==> config.mk <==
export PLATFORM = sky130hd
export DESIGN_NAME = sh_int_accept
export DESIGN_NICKNAME = d
export VERILOG_FILES = /design/src/rtl/sh_int_accept.sv
export SDC_FILE = /design/constraint.sdc
export NUM_CORES = 1
export LEC_CHECK = 0
export BUFFER_PORTS_ARGS = -buffer_cell sky130_fd_sc_hd__buf_2
export CAP_MARGIN = 15
export CORE_MARGIN = 4
export CORE_UTILIZATION = 55
export CTS_CLUSTER_DIAMETER = 40
export DETAILED_ROUTE_END_ITERATION = 12
export PLACE_DENSITY = 0.95
export SYNTH_ARGS = -nofsm -noshare
export SYNTH_HDL_FRONTEND = slang
export SYNTH_SLANG_ARGS = --single-unit
==> constraint.sdc <==
create_clock -name CLK -period 4.85 [get_ports CLK]
set_input_delay 0.97 -clock CLK [delete_from_list [all_inputs] [get_ports CLK]]
set_output_delay 0.97 -clock CLK [all_outputs]
set_load 0.01 [all_outputs]
==> src/rtl/sh_int_accept.sv <==
// ============================================================================
// Module      : sh_int_accept
// Description : SH7034 CPU-side interrupt acceptance sequencer. Accepts a
//               pending interrupt at an instruction boundary, stacks SR/PC,
//               handshakes the vector and fetches the handler address.
// Revision    : 1.0 - initial release
// ============================================================================
`default_nettype none

module sh_int_accept (
    input  logic        CLK,
    input  logic        RST,
    input  logic        INT_REQ,
    input  logic [3:0]  INT_LVL,
    input  logic [7:0]  INT_VEC,
    output logic [3:0]  INT_MASK,
    output logic        INT_ACP,
    output logic        INT_ACK,
    output logic        VECT_REQ,
    input  logic        VECT_WAIT,
    input  logic        BOUNDARY,
    input  logic        BLOCK,
    input  logic [31:0] SR_IN,
    input  logic [31:0] PC_IN,
    input  logic [31:0] SP_IN,
    input  logic [31:0] VBR_IN,
    output logic        EXC_BUSY,
    output logic        EXC_DONE,
    output logic [31:0] NEW_PC,
    output logic [31:0] NEW_SP,
    output logic [3:0]  NEW_SR_I,
    output logic [27:0] BUS_A,
    output logic [31:0] BUS_DO,
    input  logic [31:0] BUS_DI,
    output logic [3:0]  BUS_BA,
    output logic        BUS_WE,
    output logic        BUS_REQ,
    input  logic        BUS_BUSY
);

    localparam logic [2:0] c_ST_IDLE    = 3'd0;
    localparam logic [2:0] c_ST_PUSH_SR = 3'd1;
    localparam logic [2:0] c_ST_PUSH_PC = 3'd2;
    localparam logic [2:0] c_ST_VECT    = 3'd3;
    localparam logic [2:0] c_ST_VWAIT   = 3'd4;
    localparam logic [2:0] c_ST_FETCH   = 3'd5;
    localparam logic [2:0] c_ST_DONE    = 3'd6;
    localparam logic [7:0] c_NMI_VEC    = 8'd11;

    logic [2:0]  r_state;
    logic [2:0]  w_state_nxt;
    logic [3:0]  r_lvl;
    logic [7:0]  r_vec;
    logic [31:0] r_sr;
    logic [31:0] r_pc;
    logic [31:0] r_sp;
    logic [27:0] r_vbr;
    logic [31:0] r_new_pc;
    logic [3:0]  r_mask;

    logic        w_accept;
    logic        w_bus_state;
    logic        w_bus_done;
    logic [27:0] w_sp_m4;
    logic [27:0] w_sp_m8;
    logic [27:0] w_vec_addr;
    logic        w_unused_vbr;

    // Bus addresses only span 28 bits, so the top VBR nibble never matters.
    assign w_unused_vbr = ^VBR_IN[31:28];

    // Reset overrides an otherwise valid acceptance in the same cycle.
    assign w_accept = (r_state == c_ST_IDLE) && !RST && INT_REQ && BOUNDARY && !BLOCK &&
                      ((INT_LVL > SR_IN[7:4]) || (INT_VEC == c_NMI_VEC));

    assign w_bus_state = (r_state == c_ST_PUSH_SR) || (r_state == c_ST_PUSH_PC) ||
                         (r_state == c_ST_FETCH);
    assign w_bus_done  = w_bus_state && !BUS_BUSY;

    // Modulo-2^28 arithmetic equals 32-bit math truncated to [27:0].
    assign w_sp_m4    = r_sp[27:0] - 28'd4;
    assign w_sp_m8    = r_sp[27:0] - 28'd8;
    assign w_vec_addr = r_vbr + {18'd0, r_vec, 2'b00};

    always_comb begin
        w_state_nxt = r_state;
        case (r_state)
            c_ST_IDLE:    if (w_accept)   w_state_nxt = c_ST_PUSH_SR;
            c_ST_PUSH_SR: if (w_bus_done) w_state_nxt = c_ST_PUSH_PC;
            c_ST_PUSH_PC: if (w_bus_done) w_state_nxt = c_ST_VECT;
            c_ST_VECT:    w_state_nxt = c_ST_VWAIT;
            c_ST_VWAIT:   if (!VECT_WAIT) w_state_nxt = c_ST_FETCH;
            c_ST_FETCH:   if (w_bus_done) w_state_nxt = c_ST_DONE;
            c_ST_DONE:    w_state_nxt = c_ST_IDLE;
            default:      w_state_nxt = c_ST_IDLE;
        endcase
    end

    always_ff @(posedge CLK) begin
        if (RST) begin
            r_state  <= c_ST_IDLE;
            r_lvl    <= 4'd0;
            r_vec    <= 8'd0;
            r_sr     <= 32'd0;
            r_pc     <= 32'd0;
            r_sp     <= 32'd0;
            r_vbr    <= 28'd0;
            r_new_pc <= 32'd0;
            r_mask   <= 4'hF;
        end else begin
            r_state <= w_state_nxt;
            // Full mask while sequencing keeps the controller from re-requesting.
            r_mask  <= (w_state_nxt == c_ST_IDLE) ? SR_IN[7:4] : 4'hF;
            if (w_accept) begin
                r_lvl <= INT_LVL;
                r_vec <= INT_VEC;
                r_sr  <= SR_IN;
                r_pc  <= PC_IN;
                r_sp  <= SP_IN;
                r_vbr <= VBR_IN[27:0];
            end
            if ((r_state == c_ST_FETCH) && !BUS_BUSY) begin
                r_new_pc <= BUS_DI;
            end
        end
    end

    always_comb begin
        INT_MASK = r_mask;
        INT_ACP  = w_accept;
        INT_ACK  = 1'b0;
        VECT_REQ = 1'b0;
        EXC_BUSY = (r_state != c_ST_IDLE) || w_accept;
        EXC_DONE = 1'b0;
        NEW_PC   = 32'd0;
        NEW_SP   = 32'd0;
        NEW_SR_I = 4'd0;
        BUS_A    = 28'd0;
        BUS_DO   = 32'd0;
        BUS_BA   = 4'd0;
        BUS_WE   = 1'b0;
        BUS_REQ  = 1'b0;
        case (r_state)
            c_ST_PUSH_SR: begin
                BUS_REQ = 1'b1;
                BUS_WE  = 1'b1;
                BUS_BA  = 4'hF;
                BUS_A   = w_sp_m4;
                BUS_DO  = r_sr;
            end
            c_ST_PUSH_PC: begin
                BUS_REQ = 1'b1;
                BUS_WE  = 1'b1;
                BUS_BA  = 4'hF;
                BUS_A   = w_sp_m8;
                BUS_DO  = r_pc;
            end
            c_ST_VECT: begin
                VECT_REQ = 1'b1;
                INT_ACK  = 1'b1;
            end
            c_ST_FETCH: begin
                BUS_REQ = 1'b1;
                BUS_BA  = 4'hF;
                BUS_A   = w_vec_addr;
            end
            c_ST_DONE: begin
                EXC_DONE = 1'b1;
                NEW_PC   = r_new_pc;
                NEW_SP   = r_sp - 32'd8;
                NEW_SR_I = (r_vec == c_NMI_VEC) ? 4'hF : r_lvl;
            end
            default: ;
        endcase
    end

endmodule

`default_nettype wire
Yosys cells after proc, flatten, opt, wreduce, memory -nomap -nowiden

Index checks and enable logic that the tools add are counted.
Widths: inputs -> output; s select.

Order comparisons: 1
Bitwise operators: 1
Muxes and demuxes: 17
Equality and inequality tests: 8
Add/subtract/negate cells: 4
Reductions and logical operators: 20

Operators with widths:

| operator              | count |
|---|---|
| $pmux 28 s3           | 1 |
| $mux 32               | 2 |
| $pmux 32 s2           | 1 |
| $sub 32x4->32 const B | 1 |
| $add 28x10->28        | 1 |
| $sub 28x3->28 const B | 1 |
| $sub 28x4->28 const B | 1 |
| $pmux 3 s6            | 1 |
| $eq 8x4->1 const B    | 2 |
| $mux 3                | 5 |
| $mux 4                | 3 |
| $eq 3x3->1 const B    | 3 |
| $logic_and 1x1->1     | 7 |
| $eq 3x2->1 const B    | 2 |
| $logic_not 3->1       | 2 |
| $gt 4x4->1            | 1 |
| $logic_or 1x1->1      | 4 |
| $mux 1                | 4 |
| $reduce_or 2->1       | 2 |
| $eq 3x1->1 const B    | 1 |
| $logic_not 1->1       | 3 |
| $reduce_bool 3->1     | 1 |
| $reduce_or 3->1       | 1 |
| $not 1->1             | 1 |

Output and inout port bits: 143
Register bits after elaboration: 175

Longest topological paths before layout

Gate-level depths: netlist of the first run.

Depth in word-level cells: 11
Depth in mapped cells: 10
Depth with buffers taken out: 9

Least setup slack after synthesis of the first run

Ideal clock, no wire load.

Path type: input -> output
From: in SR_IN[5]
To: out INT_ACP
Stages on the path: 8
Path slack: 1.386 ns
Required time: 3.880 ns
Data arrival time: 2.494 ns
Cells stage by stage: inv_1 -> ha_1 -> nor2b_1 -> o21a_1 -> o21a_1 -> o211a_1 -> nor2_1 -> clkinv_1

Word-level cells in the longest chain between the ends: 3

RTL lines:

| what               | line | text |
|---|---|---|
| start: declaration | 23   | `input logic [31:0] SR_IN,` |
| $gt 4x4->1         | 74   | `((INT_LVL > SR_IN[7:4]) \|\| (INT_VEC == c_NMI_VEC));` |
| $logic_or 1x1->1   | 74   |  |
| $logic_and 1x1->1  | 73   | `assign w_accept = (r_state == c_ST_IDLE) && !RST && INT_REQ && BOUNDARY && !BLOCK &&` |
| end: declaration   | 17   | `output logic INT_ACP,` |

Every way passes these cells.

Worst setup path after layout of the first run

From: reg r_sp[3]
To: out BUS_A[27]

Word-level cells in the longest chain between the ends: 2
Elaborated cells between the ends (all ways): 3
Classes of those cells: add/sub (2); mux (1)

RTL lines:

| what                                                  | line   | text |
|---|---|---|
| start: declaration                                    | 56     | `logic [31:0] r_sp;` |
| start signal: assignment                              | 106    | `r_sp <= 32'd0;` |
| start signal: assignment                              | 119    | `r_sp <= SP_IN;` |
| $sub 28x4->28 / $sub 28x3->28 (equally long branches) | 82, 81 |  |
| $pmux 28 s3 (*)                                       | 143    | `case (r_state)` |
| end: declaration                                      | 32     | `output logic [27:0] BUS_A,` |

Every way passes the cells marked *; elsewhere a longest branch is shown, timed or not.

==> metrics, run 1 <==
Post-synth EDFFs 0; Syn. warnings 0; Peak supply drop around 0.27 mV; crit path max-delay cell type or4b_1; share of cells above drive strength 1 25.47%; type of the worst setup path flop to output port; Buf/Inv on CP 2; Max FO, Critical Path 8; Max-Cap Viols 0; Setup-failing EPs final 0; CORE AREA 16700 um^2; crit-path leading delay family simple AND/OR/NAND/NOR gates; initial antenna violation count 5; Synth Area in Compound Gates roughly 27%; DIE AREA slightly below 20000 um^2; Area Growth Syn to Fin 23.44%; Num CTS Buffers 17; Layout Nets around 1700; largest family of logic cells by synthesized area compound AO/OA/AOI/OAI gates; Hold Worst Slack between 0.4 and 0.5 ns; HP Class flop to flop; Synth Area in Adders between 2 and 2.5%; routability congestion estimate 0.9785; IO buf count roughly 320; Post-CTS Resized 0; Synth Area per Inst ~7.5 um^2; hold buffers post-CTS 0; root buffer cell clkbuf_16; Critical Path RT 3.88 ns; Power Density approximately 280 nW/um^2; Die X-Extent ~140 um; residual DRC count 0; crit-path max cell delay 0.65 ns; DRT iter0 DRCs 1433; Worst-path clk slew about 0.070 ns; P_leak between 4 and 5 nW; Total Routed Length approximately 33000 um; Synth Area in Simple Gates a little under a quarter; DR pass1 iterations 6; first-pass GRT wire length 51890 um; commonest cells after routing, fill and taps aside buf_2, a21oi_1, dfxtp_1; Clock Sinks ~180; remaining antenna violation count 0; mux contribution to synthesized area 0.1194%; worst-margin pin slew ~1.2 ns; Vias per Instance 6.277; Synth Area in XOR/XNOR approximately 4%; CP Launch Type flop; final core utilization between 60% and 70%; Final Hold Viols 0; minimum clock period approximately 4.3 ns; crit path capture type output port; CP arrival around 3.4 ns; H-tree Lvls 4; RSZ-0062 raised after global routing false; vias in the first global route around 10000; dpl hpwl 22610 um; wire per inst about 19 um; postcts setup bufs 0; post-synthesis instance total between 1000 and 1500; register area share after synthesis between 30% and 40%; FF+latch count, synth roughly 180; Max Slew Vio Count 0; Skew-Pair Late Insertion Delay about 0.43 ns; worst path cell trace inv_1, ha_1, or4b_1, nor4b_1, nand4b_1, a41oi_1, o221ai_1, nand3_1, buf_2; largest net degree at the start of global routing roughly 130; Rows 47; Post-Syn Nets roughly 1500; Max transition margin a little over a fifth; status completed; GRT Util Overall about a third; global route overflow 0; Initial Utilization approximately 56%; IO Count 322; commonest non-fill, non-tap cell in the layout buf_2; Final Skew between 0.01 and 0.015 ns; Cell variety after synth 63; Bufs on Longest Clock Path 2; synthesized area around 9400 um^2; fmax between 200 and 250 MHz; die extent in y between 100 and 150 um; setup_tns 0 ns; vias 10840; CTS tree yes; period utilisation layout between 80% and 90%; Synth async-reset ratio 0%; Top FF cell, synth dfxtp_1
## flip-flops by register name, indices dropped and copies added, names as in the netlist, 4 cells and up
| signal | flops |
|---|---|
| INT_MASK | 4 |
| r_lvl | 4 |
| r_new_pc | 32 |
| r_pc | 32 |
| r_sp | 32 |
| r_sr | 32 |
| r_vbr | 28 |
| r_vec | 8 |
## final timing paths
| path | startpoint | endpoint | slack [ns] | cells past startpoint |
|---|---|---|---|---|
| max reg2reg | r_state[2]$_SDFF_PP0_ | r_vbr[26]$_SDFFE_PP0P_ | 2.05 | 6 |
| max | r_sp[3]$_SDFFE_PP0P_ | BUS_A[27] | 0.51 | 9 |
| min | r_new_pc[1]$_SDFFE_PP0P_ | r_new_pc[1]$_SDFFE_PP0P_ | 0.45 | 2 |
| min reg2reg | r_new_pc[1]$_SDFFE_PP0P_ | r_new_pc[1]$_SDFFE_PP0P_ | 0.45 | 2 |
## power breakdown
group          internal, mW  switching [mW]
registers              1.45          0.0176
logic                 0.144           0.196
clock network         0.851           0.606
total                  2.45           0.820
## cell families after synthesis
logic type | count (synthesis)
xor gates and xnor gates | 44
DFF | 175
muxes | 1
adders and majority gates | 16
buffers and inverters | 142
and+or+nand+nor | 430
AOI/OAI and AO/OA | 455
## per-stage QoR
step                      std cells  worst slack (ns)  area [um^2]  total power, mW
after floorplan                1263             1.386         9432            1.696
after global placement         1689            0.9016        10950            1.825
after detailed placement       1689            0.9148        10950            1.831
after CTS                      1721            0.5695        11580            3.271
after global routing           1727            0.2980        11640            3.365
final                          1727            0.5091        11640            3.270
## worst reg2reg max path, delay by kind of cell, from the launching register on
kind,cells,cell delay [ns]
buffers and inverters,1,0.85
flip-flops,1,0.46
AO/OA/AOI/OAI,2,0.64
AND/OR/NAND/NOR,3,0.78
## area by class of cell
| class | count | area [um^2] |
|---|---|---|
| Tap cell | 220 | 275.3 |
| Inverter | 19 | 71.32 |
| Clock inverter | 12 | 168.9 |
| Clock buffer | 20 | 456.7 |
| Multi-Input combinational cell | 946 | 5398 |
| Sequential cell | 175 | 3503 |
| Timing Repair Buffer | 332 | 1762 |
| Antenna cell | 3 | 7.507 |
| Fill cell | 1368 | 5059 |
## layer usage
| layer | wire length [um] | vias up | global-route usage [%] |
|---|---|---|---|
| met4 | 1260 | 4 | 14.21 |
| met2 | 15640 | 729 | 52.60 |
| li1 | - | 4977 | - |
| met3 | 3614 | 111 | 8.103 |
| met1 | 12620 | 5020 | 40.86 |
| met5 | 15 | - | 0 |
## cells in the mapped netlist, types with 10 or more instances
library cell,instances,area [um^2]
o21ai_0,163,815.8
a21oi_1,185,925.9
nand3_1,138,690.7
xor2_1,10,87.58
nand2b_1,11,68.82
o22ai_1,15,93.84
clkbuf_1,107,401.6
a22o_1,34,297.8
nor2_1,73,274.0
nor3_1,22,110.1
ha_1,15,187.7
or3_1,10,62.56
xnor2_1,34,297.8
dfxtp_1,175,3503
inv_1,18,67.56
nand2_1,89,334.1
and2_1,37,231.5
Note: power is estimated with default switching activity, not from simulation.
==> inputs of run 2 (changes only) <==
--- a/config.mk
+++ b/config.mk
@@ -7,9 +7,10 @@
 export LEC_CHECK = 0
 export BUFFER_PORTS_ARGS = -buffer_cell sky130_fd_sc_hd__buf_2
 export CAP_MARGIN = 15
+export CORE_ASPECT_RATIO = 1.5
 export CORE_MARGIN = 4
 export CORE_UTILIZATION = 55
-export CTS_CLUSTER_DIAMETER = 40
+export CTS_CLUSTER_DIAMETER = 80
 export DETAILED_ROUTE_END_ITERATION = 12
 export PLACE_DENSITY = 0.95
 export SYNTH_ARGS = -nofsm -noshare
==> run 2 against run 1 <==
  * Die area grew 0.22%
  * Wire length grew 0.19%
  * Worst hold slack better by 0.0014 ns
  * First-iteration DRC count is 13% lower
  * Flip-flop and latch count stayed put
  * Setup slack gained 0.044 ns
  * Sequential share of layout area grew 0.094 points
  * Utilization fell by 0.77 points
  * Largest cell class unchanged
==> metrics, run 2 (synthesized netlist as in run 1, its figures left out) <==
DIE AREA 19350 um^2 (was 19310 um^2); Area Growth Syn to Fin 23.06% (was 23.44%); root buffer cell clkbuf_16 (unchanged); IO buf count 317 (unchanged); Bufs on Longest Clock Path 2 (unchanged); DRT iter0 DRCs 1242 (was 1433); crit-path leading delay family simple AND/OR/NAND/NOR gates (unchanged); Die X-Extent 114.9 um (was 139.0 um); setup_tns 0 ns (unchanged); crit path capture type output port (unchanged); Final Skew 0.008170 ns (was 0.01389 ns); crit path max-delay cell type or4b_1 (unchanged); fmax 232.7 MHz (was 230.4 MHz); H-tree Lvls 4 (unchanged); GRT met2 Usage 55.77% (was 52.60%); Max-Cap Viols 0 (unchanged); commonest non-fill, non-tap cell in the layout buf_2 (unchanged); Max transition margin 22.57% (was 21.87%); type of the worst setup path flop to output port (unchanged); global route overflow 0 (unchanged); worst path cell trace inv_1, ha_1, or4b_1, nor4b_1, nand4b_1, a41oi_1, o221ai_1, nand3_1, buf_2 (unchanged); Skew-Pair Late Insertion Delay 0.44 ns (was 0.43 ns); vias 10800 (was 10840); status completed (unchanged); hold buffers post-CTS 0 (unchanged); postcts setup bufs 0 (unchanged); initial antenna violation count 3 (was 5); Rows 58 (was 47); Cell Count, Final, Fillers Out 1720 (was 1727); Setup-failing EPs final 0 (unchanged); remaining antenna violation count 0 (unchanged); met1 Usage GRT 37.09% (was 40.86%); minimum clock period 4.297 ns (was 4.341 ns); Tot Pwr 3.213 mW (was 3.270 mW); Max Slew Vio Count 0 (unchanged); crit-path max cell delay 0.66 ns (was 0.65 ns); Num CTS Buffers 17 (unchanged); Worst-path clk slew 0.08 ns (was 0.07 ns); Power Density 276.8 nW/um^2 (was 280.9 nW/um^2); first-pass GRT wire length 51090 um (was 51890 um); global route hottest layer met2 (unchanged); Max FO, Critical Path 8 (unchanged); GR met3 Demand/Resource 5.538% (was 8.103%); largest net degree at the start of global routing 133 (unchanged); dpl hpwl 23100 um (was 22610 um); residual DRC count 0 (unchanged); wire per inst 19.31 um (was 19.20 um); CTS tree yes (unchanged); share of cells above drive strength 1 25.83% (was 25.47%); Final Hold Viols 0 (unchanged); RSZ-0062 raised after global routing false (unchanged); placed insts 1686 (was 1689); commonest cells after routing, fill and taps aside buf_2, a21oi_1, dfxtp_1 (unchanged); worst-margin pin slew 1.161 ns (was 1.172 ns); Peak supply drop 0.2346 mV (was 0.2748 mV); period utilisation layout 88.61% (was 89.50%); IO Count 322 (unchanged); post-layout worst setup margin 0.5526 ns (was 0.5091 ns); Buf/Inv on CP 2 (unchanged); vias in the first global route 10150 (was 9963); DR pass1 iterations 7 (was 6); P_leak 4.831 nW (was 4.829 nW); final core utilization 68.94% (was 69.71%); HP Class flop to flop (unchanged); routability congestion estimate 0.9997 (was 0.9785); Vias per Instance 6.277 (about the same); pre-CTS setup slack 0.9645 ns (was 0.9148 ns); CP Launch Type flop (unchanged); Layout Nets 1692 (was 1686); Clock Sinks 175 (unchanged); ANT cells 0 (was 3); CORE AREA 16840 um^2 (was 16700 um^2); die extent in y 168.4 um (was 139.0 um); CP arrival 3.33 ns (was 3.37 ns); Total Routed Length 33210 um (was 33150 um); Initial Utilization 56.02% (was 56.47%); GRT Util Overall 32.61% (was 32.37%); Post-CTS Resized 0 (unchanged); Critical Path RT 3.88 ns (about the same)
-- run 2: metrics by stage --
| step | hold WS [ns] | cell area, um^2 |
|---|---|---|
| after floorplan | 0.4317 | 9432 |
| after global placement | 0.4372 | 10970 |
| after detailed placement | 0.4433 | 10970 |
| after CTS | 0.4540 | 11560 |
| after global routing | 0.4788 | 11610 |
| final | 0.4511 | 11610 |
-- run 2: layout make-up --
class | instances | area (um^2)
tap | 210 | 262.8
fill | 1363 | 5230
multi-input combinational | 946 | 5403
clock inverter | 15 | 166.4
sequential | 175 | 3503
timing repair buffer | 338 | 1774
clock buffer | 17 | 425.4
inverter | 19 | 71.32
-- run 2: routing by layer --
layer / up-vias / routed length (um)
met5: - / 23
met4: 6 / 2163
met3: 156 / 2782
met2: 695 / 16670
met1: 4952 / 11570
li1: 4987 / -
-- run 2: worst min-delay path: cells and delay by family, from the launching register on --
kind	cells	cell delay (ns)
AO/OA/AOI/OAI	1	0.05
flip-flops	1	0.31
AND/OR/NAND/NOR	1	0.05
-- run 2: power breakdown --
group / internal (mW) / leakage (nW) / switching (mW) / total (mW)
clock: 0.735 / 0.291 / 0.662 / 1.40
combinational: 0.145 / 3.13 / 0.199 / 0.344
sequential: 1.45 / 1.41 / 0.0175 / 1.47
total: 2.33 / 4.83 / 0.879 / 3.21
-- run 2: path summary, 6_finish.rpt --
check | from | endpoint | slack, ns | cells past startpoint
worst min register to register | r_new_pc[6]$_SDFFE_PP0P_ | r_new_pc[6]$_SDFFE_PP0P_ | 0.45 | 2
worst max register to register | r_state[2]$_SDFF_PP0_ | r_vbr[26]$_SDFFE_PP0P_ | 2.04 | 6
worst min-delay path | r_new_pc[6]$_SDFFE_PP0P_ | r_new_pc[6]$_SDFFE_PP0P_ | 0.45 | 2
worst max-delay path | r_sp[3]$_SDFFE_PP0P_ | BUS_A[27] | 0.55 | 9
